`src/rtl/uart_ctrl_arbiter.sv`:
```
// rtl/uart_ctrl_arbiter.sv - round-robin arbiter sharing the UART command register between two requesters
//
// Purpose:
//   Two requesters (e.g. CPU bus and sensor sequencer) compete for the UART
//   control/command register. One command is issued per transaction. The
//   arbiter then waits for the UART to signal completion, or gives up after
//   TIMEOUT_CYCLES, and acks the owning requester. Ties alternate round-robin.
//
// Ports:
//   clk_i        clock, all logic on posedge
//   rst_i        synchronous reset, active-high
//   req1_i       requester 1 request level, held until ack1_o
//   data1_i      requester 1 command, stable while req1_i=1
//   req2_i       requester 2 request level, held until ack2_o
//   data2_i      requester 2 command, stable while req2_i=1
//   uart_busy_i  UART busy, blocks new grants only
//   uart_done_i  UART command complete, 1-cycle pulse, honoured only in WAIT
//   cmd_o        command to UART, zero except while cmd_valid_o=1
//   cmd_valid_o  command write strobe, one cycle per transaction
//   grant_o      one-hot owner {req2,req1}, 00 when idle
//   ack1_o       requester 1 transaction finished, 1-cycle pulse
//   ack2_o       requester 2 transaction finished, 1-cycle pulse
//   timeout_o    pulses together with the ack when the UART never reported done

module uart_ctrl_arbiter #(
  parameter int  DATA_W         = 32,
  parameter int  TIMEOUT_CYCLES = 1024,
  localparam int CNT_W          = $clog2(TIMEOUT_CYCLES + 1)
) (
  input  logic              clk_i,
  input  logic              rst_i,
  input  logic              req1_i,
  input  logic [DATA_W-1:0] data1_i,
  input  logic              req2_i,
  input  logic [DATA_W-1:0] data2_i,
  input  logic              uart_busy_i,
  input  logic              uart_done_i,
  output logic [DATA_W-1:0] cmd_o,
  output logic              cmd_valid_o,
  output logic [1:0]        grant_o,
  output logic              ack1_o,
  output logic              ack2_o,
  output logic              timeout_o
);

  typedef enum logic [1:0] {
    S_IDLE  = 2'd0,
    S_ISSUE = 2'd1,
    S_WAIT  = 2'd2,
    S_DONE  = 2'd3
  } state_t;

  localparam logic [CNT_W-1:0] CNT_LAST = CNT_W'(TIMEOUT_CYCLES - 1);

  state_t            r_state;
  logic [CNT_W-1:0]  r_cnt;
  logic              r_last2;   // 1: requester 2 owned the previous transaction
  logic              r_owner2;  // 1: requester 2 owns the current transaction
  logic [DATA_W-1:0] r_cmd;
  logic              r_cmd_valid;
  logic [1:0]        r_grant;
  logic              r_ack1;
  logic              r_ack2;
  logic              r_timeout;

  logic w_any_req;
  logic w_pick2;
  logic w_cnt_last;

  assign w_any_req  = req1_i | req2_i;
  // Requester 2 wins when alone, or on a tie when requester 1 went last.
  assign w_pick2    = req2_i & (~req1_i | ~r_last2);
  assign w_cnt_last = (r_cnt == CNT_LAST);

  always_ff @(posedge clk_i) begin
    if (rst_i) begin
      r_state     <= S_IDLE;
      r_cnt       <= '0;
      r_last2     <= 1'b1;  // pretend requester 2 went last so requester 1 wins the first tie
      r_owner2    <= 1'b0;
      r_cmd       <= '0;
      r_cmd_valid <= 1'b0;
      r_grant     <= 2'b00;
      r_ack1      <= 1'b0;
      r_ack2      <= 1'b0;
      r_timeout   <= 1'b0;
    end else begin
      // Strobe-style outputs default low and are raised only for the one
      // cycle spent in the state that owns them.
      r_cmd       <= '0;
      r_cmd_valid <= 1'b0;
      r_ack1      <= 1'b0;
      r_ack2      <= 1'b0;
      r_timeout   <= 1'b0;

      case (r_state)
        S_IDLE: begin
          if (!uart_busy_i && w_any_req) begin
            r_owner2    <= w_pick2;
            r_cmd       <= w_pick2 ? data2_i : data1_i;
            r_cmd_valid <= 1'b1;
            r_grant     <= w_pick2 ? 2'b10 : 2'b01;
            r_state     <= S_ISSUE;
          end
        end

        S_ISSUE: begin
          r_cnt   <= '0;
          r_state <= S_WAIT;
        end

        S_WAIT: begin
          r_cnt <= r_cnt + CNT_W'(1);
          // A done arriving on the same edge as the last count still counts
          // as a normal completion.
          if (uart_done_i || w_cnt_last) begin
            r_ack1    <= ~r_owner2;
            r_ack2    <= r_owner2;
            r_timeout <= ~uart_done_i;
            r_state   <= S_DONE;
          end
        end

        S_DONE: begin
          r_last2 <= r_owner2;
          r_grant <= 2'b00;
          r_state <= S_IDLE;
        end

        default: begin
          r_grant <= 2'b00;
          r_state <= S_IDLE;
        end
      endcase
    end
  end

  assign cmd_o       = r_cmd;
  assign cmd_valid_o = r_cmd_valid;
  assign grant_o     = r_grant;
  assign ack1_o      = r_ack1;
  assign ack2_o      = r_ack2;
  assign timeout_o   = r_timeout;

endmodule

```
`config.mk`:
```
export PLATFORM = sky130hd
export DESIGN_NAME = uart_ctrl_arbiter
export DESIGN_NICKNAME = d
export VERILOG_FILES = /design/src/rtl/uart_ctrl_arbiter.sv
export SDC_FILE = /design/constraint.sdc
export NUM_CORES = 1
export LEC_CHECK = 0
export BUFFER_PORTS_ARGS = -buffer_cell sky130_fd_sc_hd__buf_2
export CAP_MARGIN = 0
export CORE_MARGIN = 2
export CORE_UTILIZATION = 40
export DETAILED_ROUTE_END_ITERATION = 8
export PLACE_DENSITY_LB_ADDON = 0.15
export SLEW_MARGIN = 0
export SYNTH_ARGS = -nofsm -noshare
export SYNTH_HDL_FRONTEND = slang
export SYNTH_SLANG_ARGS = --single-unit
```
`constraint.sdc`:
```
create_clock -name clk_i -period 2.6 [get_ports clk_i]
set_input_delay 0.26 -clock clk_i [delete_from_list [all_inputs] [get_ports clk_i]]
set_output_delay 0.26 -clock clk_i [all_outputs]
set_load 0.01 [all_outputs]
```
==> flow_summary.yaml, run 1 <==
run_status:
  outcome: "complete, no violations"
finish:
  nFillCells: 487
  seq_area_um2: 1060
  fin_area_um2: 2810
  area_delta_synth_final_pct: 29.0
  fin_nets: 422
  final_util_pct: 54.4
  num_antenna_cells: 0
  multi_input_area_um2: 1000
  drive_above_1_share_pct: 42.2
  fin_cells: 418
global_route:
  track_usage_pct: 16.9
  grt_pass1_vias: 1750
  grt_max_degree: 31
  antenna_found_initial: 0
  grt_overflow: 0
  grt_pass1_wl_um: 8180
place:
  place_hpwl_um: 3840
  place.gp.congestion: 0.770
  post_dp_cell_area_um2: 2730
  place.port_buffers: 107
  place_inst: 410
cts:
  post_cts_buffers: 0
  cts_tree: "yes"
  numCtsBuffers: 5
  htreeDepth: 2
  path_clk_slew_ps: 90
  cts_resized: 0
  cts_hold_buf: 0
  clock_latency_ps: 300
  cts_buffer_depth: 2
  cts_root_buffer: "clkbuf_8"
  clkSinkCount: 53
sta:
  skew_ps: 9.72
  setup_violations: 0
  fin_crit_sh_pct: 67.9
  drv_slew: 0
  hold_viol: 0
  slew_headroom_pct: 56.2
  rsz0062_at_grt: "false"
  fmax_ghz: 0.566
  tns_ps: 0
  worst_slew_pin_slew_ps: 658
  fin_crit_ps: 1770
synth:
  syn_nets: 319
  yosys_register_bits: 53
  yosysMostFrequentCell: "nand2_1"
  synth_area_leader_cell: "dfxtp_1"
  yosysTopAreaCellShare_pct: 48.6
  yosys-top-cells-count: "71 x nand2_1, 53 x dfxtp_1, 29 x a21oi_2, 15 x nor2_1, 8 x a21oi_1"
  netlist_instances: 244
  synth-warning-count: 0
  synth-main-ff-cell: "dfxtp_1"
  async_reset_ff_share_pct: 0
  syn_area_um2: 2180
  yosysSeqAreaShare_pct: 48.6
  avgSynthCellArea_um2: 8.94
  ys_top_cells_by_area: "dfxtp_1 49%, nand2_1 12%, a21oi_2 12%"
  synth-edff-count: 0
  synth_cell_types: 38
floorplanning:
  initial_core_util_pct: 42.2
  dieArea_um2: 6060
  dieWidth_um: 77.9
  ios: 108
  rows: 26
  dieHeight_um: 77.9
  core-area_um2: 5170
setup_path:
  r2r_cells: 6
  critPathLaunchType: "flip-flop"
  path_class: "reg2reg"
  rr_startpoint: "r_state[1]"
  rrSetupSlack_ps: 830
  worstPathArrival_ps: 1950
  r2r-end: "cmd_valid_o"
  crit_path_end_kind: "flip-flop"
  crit_fanout: 19
  required_ps: 2790
power_and_ir_drop:
  power_switching_share_pct: 32.4
  p_int_mw: 1.32
  p_per_area_nw_per_um2: 692
  p_seq_share_pct: 47.7
  p_leak_nw: 1.35
  p_sw_mw: 0.632
  power_frac_comb_pct: 29.5
  ir_drop_mv: 0.270
  p_clk_share_pct: 22.8
drt:
  dr_total_vias: 1919
  wire_per_inst_um: 12.2
  first_pass_iters: 4
  drc: 0
  vias_per_cell: 4.59
  drt_iter0_drc: 47
  drt-total-wl_um: 5120
  drtAntennaViolNets: 0
worst_hold_path:
  hold_depth: 2
  holdCritPathClass: "in2reg"
  worstHoldStart: "uart_done_i"
  min_to: "timeout_o"
flow_run:
  cap_violations: 0
==> critical path: stages (launching register included) <==
cell,delay (ps)
dfxtp_1,390
inv_1,80
ha_1,230
nand2_1,110
or2_2,390
buf_4,380
inv_1,70
==> layout make-up <==
class | instances | share of cell area, %
Sequential cell | 53 | 37.7
Multi-Input combinational cell | 172 | 35.7
Timing Repair Buffer | 110 | 19.8
Tap cell | 70 | 3.11
Clock buffer | 7 | 2.71
Inverter | 5 | 0.667
Clock inverter | 1 | 0.267
==> kinds of logic (layout without fill, tap and decap cells) <==
group,Yosys count,after routing,share of synthesized area [%]
multiplexers,3,3,1.38
XOR/XNOR,7,7,2.81
buffers and inverters,19,123,5.33
adder cells (fa/ha/maj),5,5,2.87
flip-flops,53,53,48.6
AND/OR/NAND/NOR,109,109,21.8
AO/OA/AOI/OAI,48,48,17.1
==> cells in the final DEF, fill, tap and decap left out, types with 2 or more instances in the layout <==
| master | n |
|---|---|
| ha_1 | 5 |
| a22oi_1 | 2 |
| inv_1 | 5 |
| nand4_1 | 2 |
| nand2b_1 | 4 |
| a21oi_2 | 29 |
| nor2_1 | 15 |
| nor3_1 | 2 |
| buf_2 | 107 |
| and4_1 | 2 |
| nand2_1 | 71 |
| xnor2_1 | 2 |
| dfxtp_1 | 53 |
| or3_1 | 2 |
| clkbuf_8 | 5 |
| buf_4 | 3 |
| xor2_1 | 5 |
| clkbuf_1 | 2 |
| o21ai_0 | 3 |
| a21oi_1 | 8 |
| mux2i_1 | 3 |
| nand3_1 | 3 |
==> worst max path at each step <==
stage               slack [ps]  cells past startpoint        from           to
floorplan                 1090                      6  r_state[1]     r_cnt[6]
global placement           900                      6  r_state[0]     cmd_o[0]
detailed placement         830                      6  r_state[0]     cmd_o[0]
CTS                        820                      6  r_state[1]     cmd_o[0]
global route               700                      6  r_state[0]     cmd_o[0]
finish                     830                      6  r_state[1]  cmd_valid_o
==> power by group through the flow <==
stage	clock, mW	combinational, mW	sequential, mW
finish	0.444	0.574	0.929
global route	0.501	0.639	0.940
CTS	0.466	0.579	0.930
detailed placement	0	0.575	0.949
global placement	0	0.569	0.945
floorplan	0	0.394	0.973
==> routing by layer <==
metal / vias up / wire [µm] / track usage, %
met5: - / 0 / 0
met4: 0 / 36 / 4.82
met3: 4 / 361 / 4.53
met2: 78 / 2380 / 27.3
met1: 837 / 2340 / 22.1
li1: 1000 / - / -
==> flip-flops by register name (all words and copies together) (netlist names) <==
name	flops
ack1_o	1
ack2_o	1
cmd_o	32
cmd_valid_o	1
grant_o	2
r_cnt	11
r_last2	1
r_owner2	1
r_state	2
timeout_o	1
==> through the flow <==
stage	hold WS, ps	power [mW]	setup WS (ps)
2_1_floorplan	332	1.37	1090
3_3_place_gp	452	1.51	901
3_5_place_dp	448	1.52	829
4_1_cts	116	1.97	822
5_1_grt	123	2.08	705
6_report	136	1.95	834
Note: power is estimated with default switching activity, not from simulation.
==> run 2: changes to the inputs <==
--- a/config.mk
+++ b/config.mk
@@ -5,6 +5,7 @@
 export SDC_FILE = /design/constraint.sdc
 export NUM_CORES = 1
 export LEC_CHECK = 0
+export ABC_AREA = 1
 export BUFFER_PORTS_ARGS = -buffer_cell sky130_fd_sc_hd__buf_2
 export CAP_MARGIN = 0
 export CORE_MARGIN = 2
==> constraint.sdc (replaced) <==
create_clock -name clk_i -period 1.65 [get_ports clk_i]
set_input_delay 0.165 -clock clk_i [delete_from_list [all_inputs] [get_ports clk_i]]
set_output_delay 0.165 -clock clk_i [all_outputs]
set_load 0.01 [all_outputs]
==> run 2 against run 1 <==
First-iteration DRC count grew 64%. Global-route usage shrank 0.62 points. Cell area grew 0.44%. Final cell count grew 7.9%. Clock skew shrank 1.9 ps. Critical path type unchanged. Highest routed layer unchanged.
==> flow_summary.yaml, run 2 <==
synth:
  synth-main-ff-cell: "dfxtp_1"
  syn_nets: 344
  async_reset_ff_share_pct: 0
  yosys-top-cells-count: "87 x nand2_1, 53 x dfxtp_1, 42 x a21oi_1, 18 x inv_1, 16 x nor2_1"
  yosys_register_bits: 53
  netlist_instances: 269
  ys_top_cells_by_area: "dfxtp_1 51%, nand2_1 16%, a21oi_1 10%"
  synth-warning-count: 0
  yosysTopAreaCellShare_pct: 51.4
  synth-edff-count: 0
  yosysSeqAreaShare_pct: 51.4
  syn_area_um2: 2070
  synth_cell_types: 23
  yosysMostFrequentCell: "nand2_1"
  synth_area_leader_cell: "dfxtp_1"
  avgSynthCellArea_um2: 7.68
setup_path:
  path_class: "reg2reg"
  required_ps: 1860
  critPathLaunchType: "flip-flop"
  crit_fanout: 7
  worstPathArrival_ps: 1680
  crit_path_end_kind: "flip-flop"
finish:
  final_common_cell: "buf_2"
  area_delta_synth_final_pct: 36.8
  drive_above_1_share_pct: 35.2
  largest_reg_flops: 32
  fin_nets: 455
  final_util_pct: 56.1
  num_antenna_cells: 0
  final_cell_mix: "107 x buf_2, 87 x nand2_1, 53 x dfxtp_1, 42 x a21oi_1, 18 x inv_1"
  fin_area_um2: 2830
global_route:
  track_usage_pct: 16.3
  grt_overflow: 0
  grt_pass1_wl_um: 7190
  antenna_found_initial: 0
  grt_max_degree: 34
  grt_pass1_vias: 1704
floorplanning:
  dieHeight_um: 75.9
  dieWidth_um: 75.9
  rows: 26
  ios: 108
  core-area_um2: 5040
  dieArea_um2: 5760
  initial_core_util_pct: 41.0
sta:
  layout_setup_ws_ps: 182
  fin_crit_sh_pct: 89.0
  tns_ps: 0
  hold_slack_ps: 95.1
  fin_crit_ps: 1470
  skew_ps: 7.78
  hold_viol: 0
  drv_slew: 0
  worst_slew_pin_slew_ps: 303
  setup_violations: 0
  rsz0062_at_grt: "false"
  fmax_ghz: 0.681
  slew_headroom_pct: 79.8
cts:
  numCtsBuffers: 5
  cts_tree: "yes"
  cts_hold_buf: 0
  htreeDepth: 2
  cts_buffer_depth: 2
  clkSinkCount: 53
  path_clk_slew_ps: 100
  cts_resized: 0
  clock_latency_ps: 300
  cts_root_buffer: "clkbuf_8"
  post_cts_buffers: 0
power_and_ir_drop:
  p_clk_share_pct: 27.7
  ir_drop_mv: 0.506
  power_frac_comb_pct: 27.6
  p_int_mw: 2.21
  power_switching_share_pct: 31.1
  p_seq_share_pct: 44.8
  p_sw_mw: 0.999
  p_leak_nw: 1.45
  p_per_area_nw_per_um2: 1140
drt:
  drtAntennaViolNets: 0
  dr_total_vias: 2066
  drt-total-wl_um: 5110
  wire_per_inst_um: 11.3
  drc: 0
  vias_per_cell: 4.58
  drt_iter0_drc: 77
  first_pass_iters: 4
place:
  place_hpwl_um: 3870
  pre_cts_ws_ps: 75.5
  place.port_buffers: 107
  post_dp_cell_area_um2: 2700
  place.gp.congestion: 0.794
worst_hold_path:
  holdCritPathClass: "in2reg"
flow_run:
  cap_violations: 0
run_status:
  outcome: "complete, no violations"
## run 2: cell types whose count changed after synthesis, moves of 6 or more
cell | before | now
nand3_1 | 3 | 9
nand2_1 | 71 | 87
a21oi_1 | 8 | 42
a21oi_2 | 29 | 0
inv_1 | 5 | 18
## run 2: area by class of cell
type,instances,area (µm²)
inverter,22,82.6
clock inverter,3,43.8
clock buffer,5,68.8
timing repair buffer,113,593
multi-input combinational,185,890
fill,509,2220
tap,70,87.6
sequential,53,1060
## run 2: kinds of logic after synthesis
family	after synthesis	share of synthesized area [%]
and+or+nand+nor	126	25.2
DFF	53	51.4
AOI/OAI and AO/OA	52	13.4
buffers and inverters	31	6.18
adders and majority gates	5	3.03
xor gates and xnor gates	2	0.848
## run 2: worst max-delay path: stages, from the launching register on
cell and delay, ps:
dfxtp_1 390, inv_1 110, ha_4 320, nand2_1 50
inv_1 60, nand4_1 160, nand2_2 120, o21ai_1 60
o21ai_1 70, inv_1 40
## run 2: per-stage QoR
step / std cells / total power [mW]
4_1_cts: 451 / 3.22
5_1_grt: 451 / 3.44
2_1_floorplan: 269 / 2.02
3_3_place_gp: 443 / 2.31
3_5_place_dp: 443 / 2.32
6_report: 451 / 3.21
## run 2: final timing paths
kind / endpoint / startpoint / slack (ps) / depth (start not counted)
worst max-delay path: r_cnt[7] / r_state[1] / 180 / 9
worst min-delay path: cmd_o[20] / data1_i[20] / 100 / 3
worst max register to register: r_cnt[7] / r_state[1] / 180 / 9
worst min register to register: ack1_o / r_owner2 / 450 / 1
## run 2: routing by layer
layer	GRT usage [%]	vias up	routed length [µm]
met1	18.4	919	2070
li1	-	1077	-
met5	0	-	0
met2	29.5	68	2550
met3	4.76	2	460
met4	4.68	0	28
## run 2: power by group through the flow
| stage | Clock (mW) | Sequential [mW] | Combinational [mW] |
|---|---|---|---|
| final | 0.889 | 1.44 | 0.885 |
| after global routing | 0.974 | 1.45 | 1.02 |
| after CTS | 0.917 | 1.44 | 0.860 |
| after detailed placement | 0 | 1.47 | 0.856 |
| after global placement | 0 | 1.46 | 0.849 |
| after floorplan | 0 | 1.50 | 0.516 |
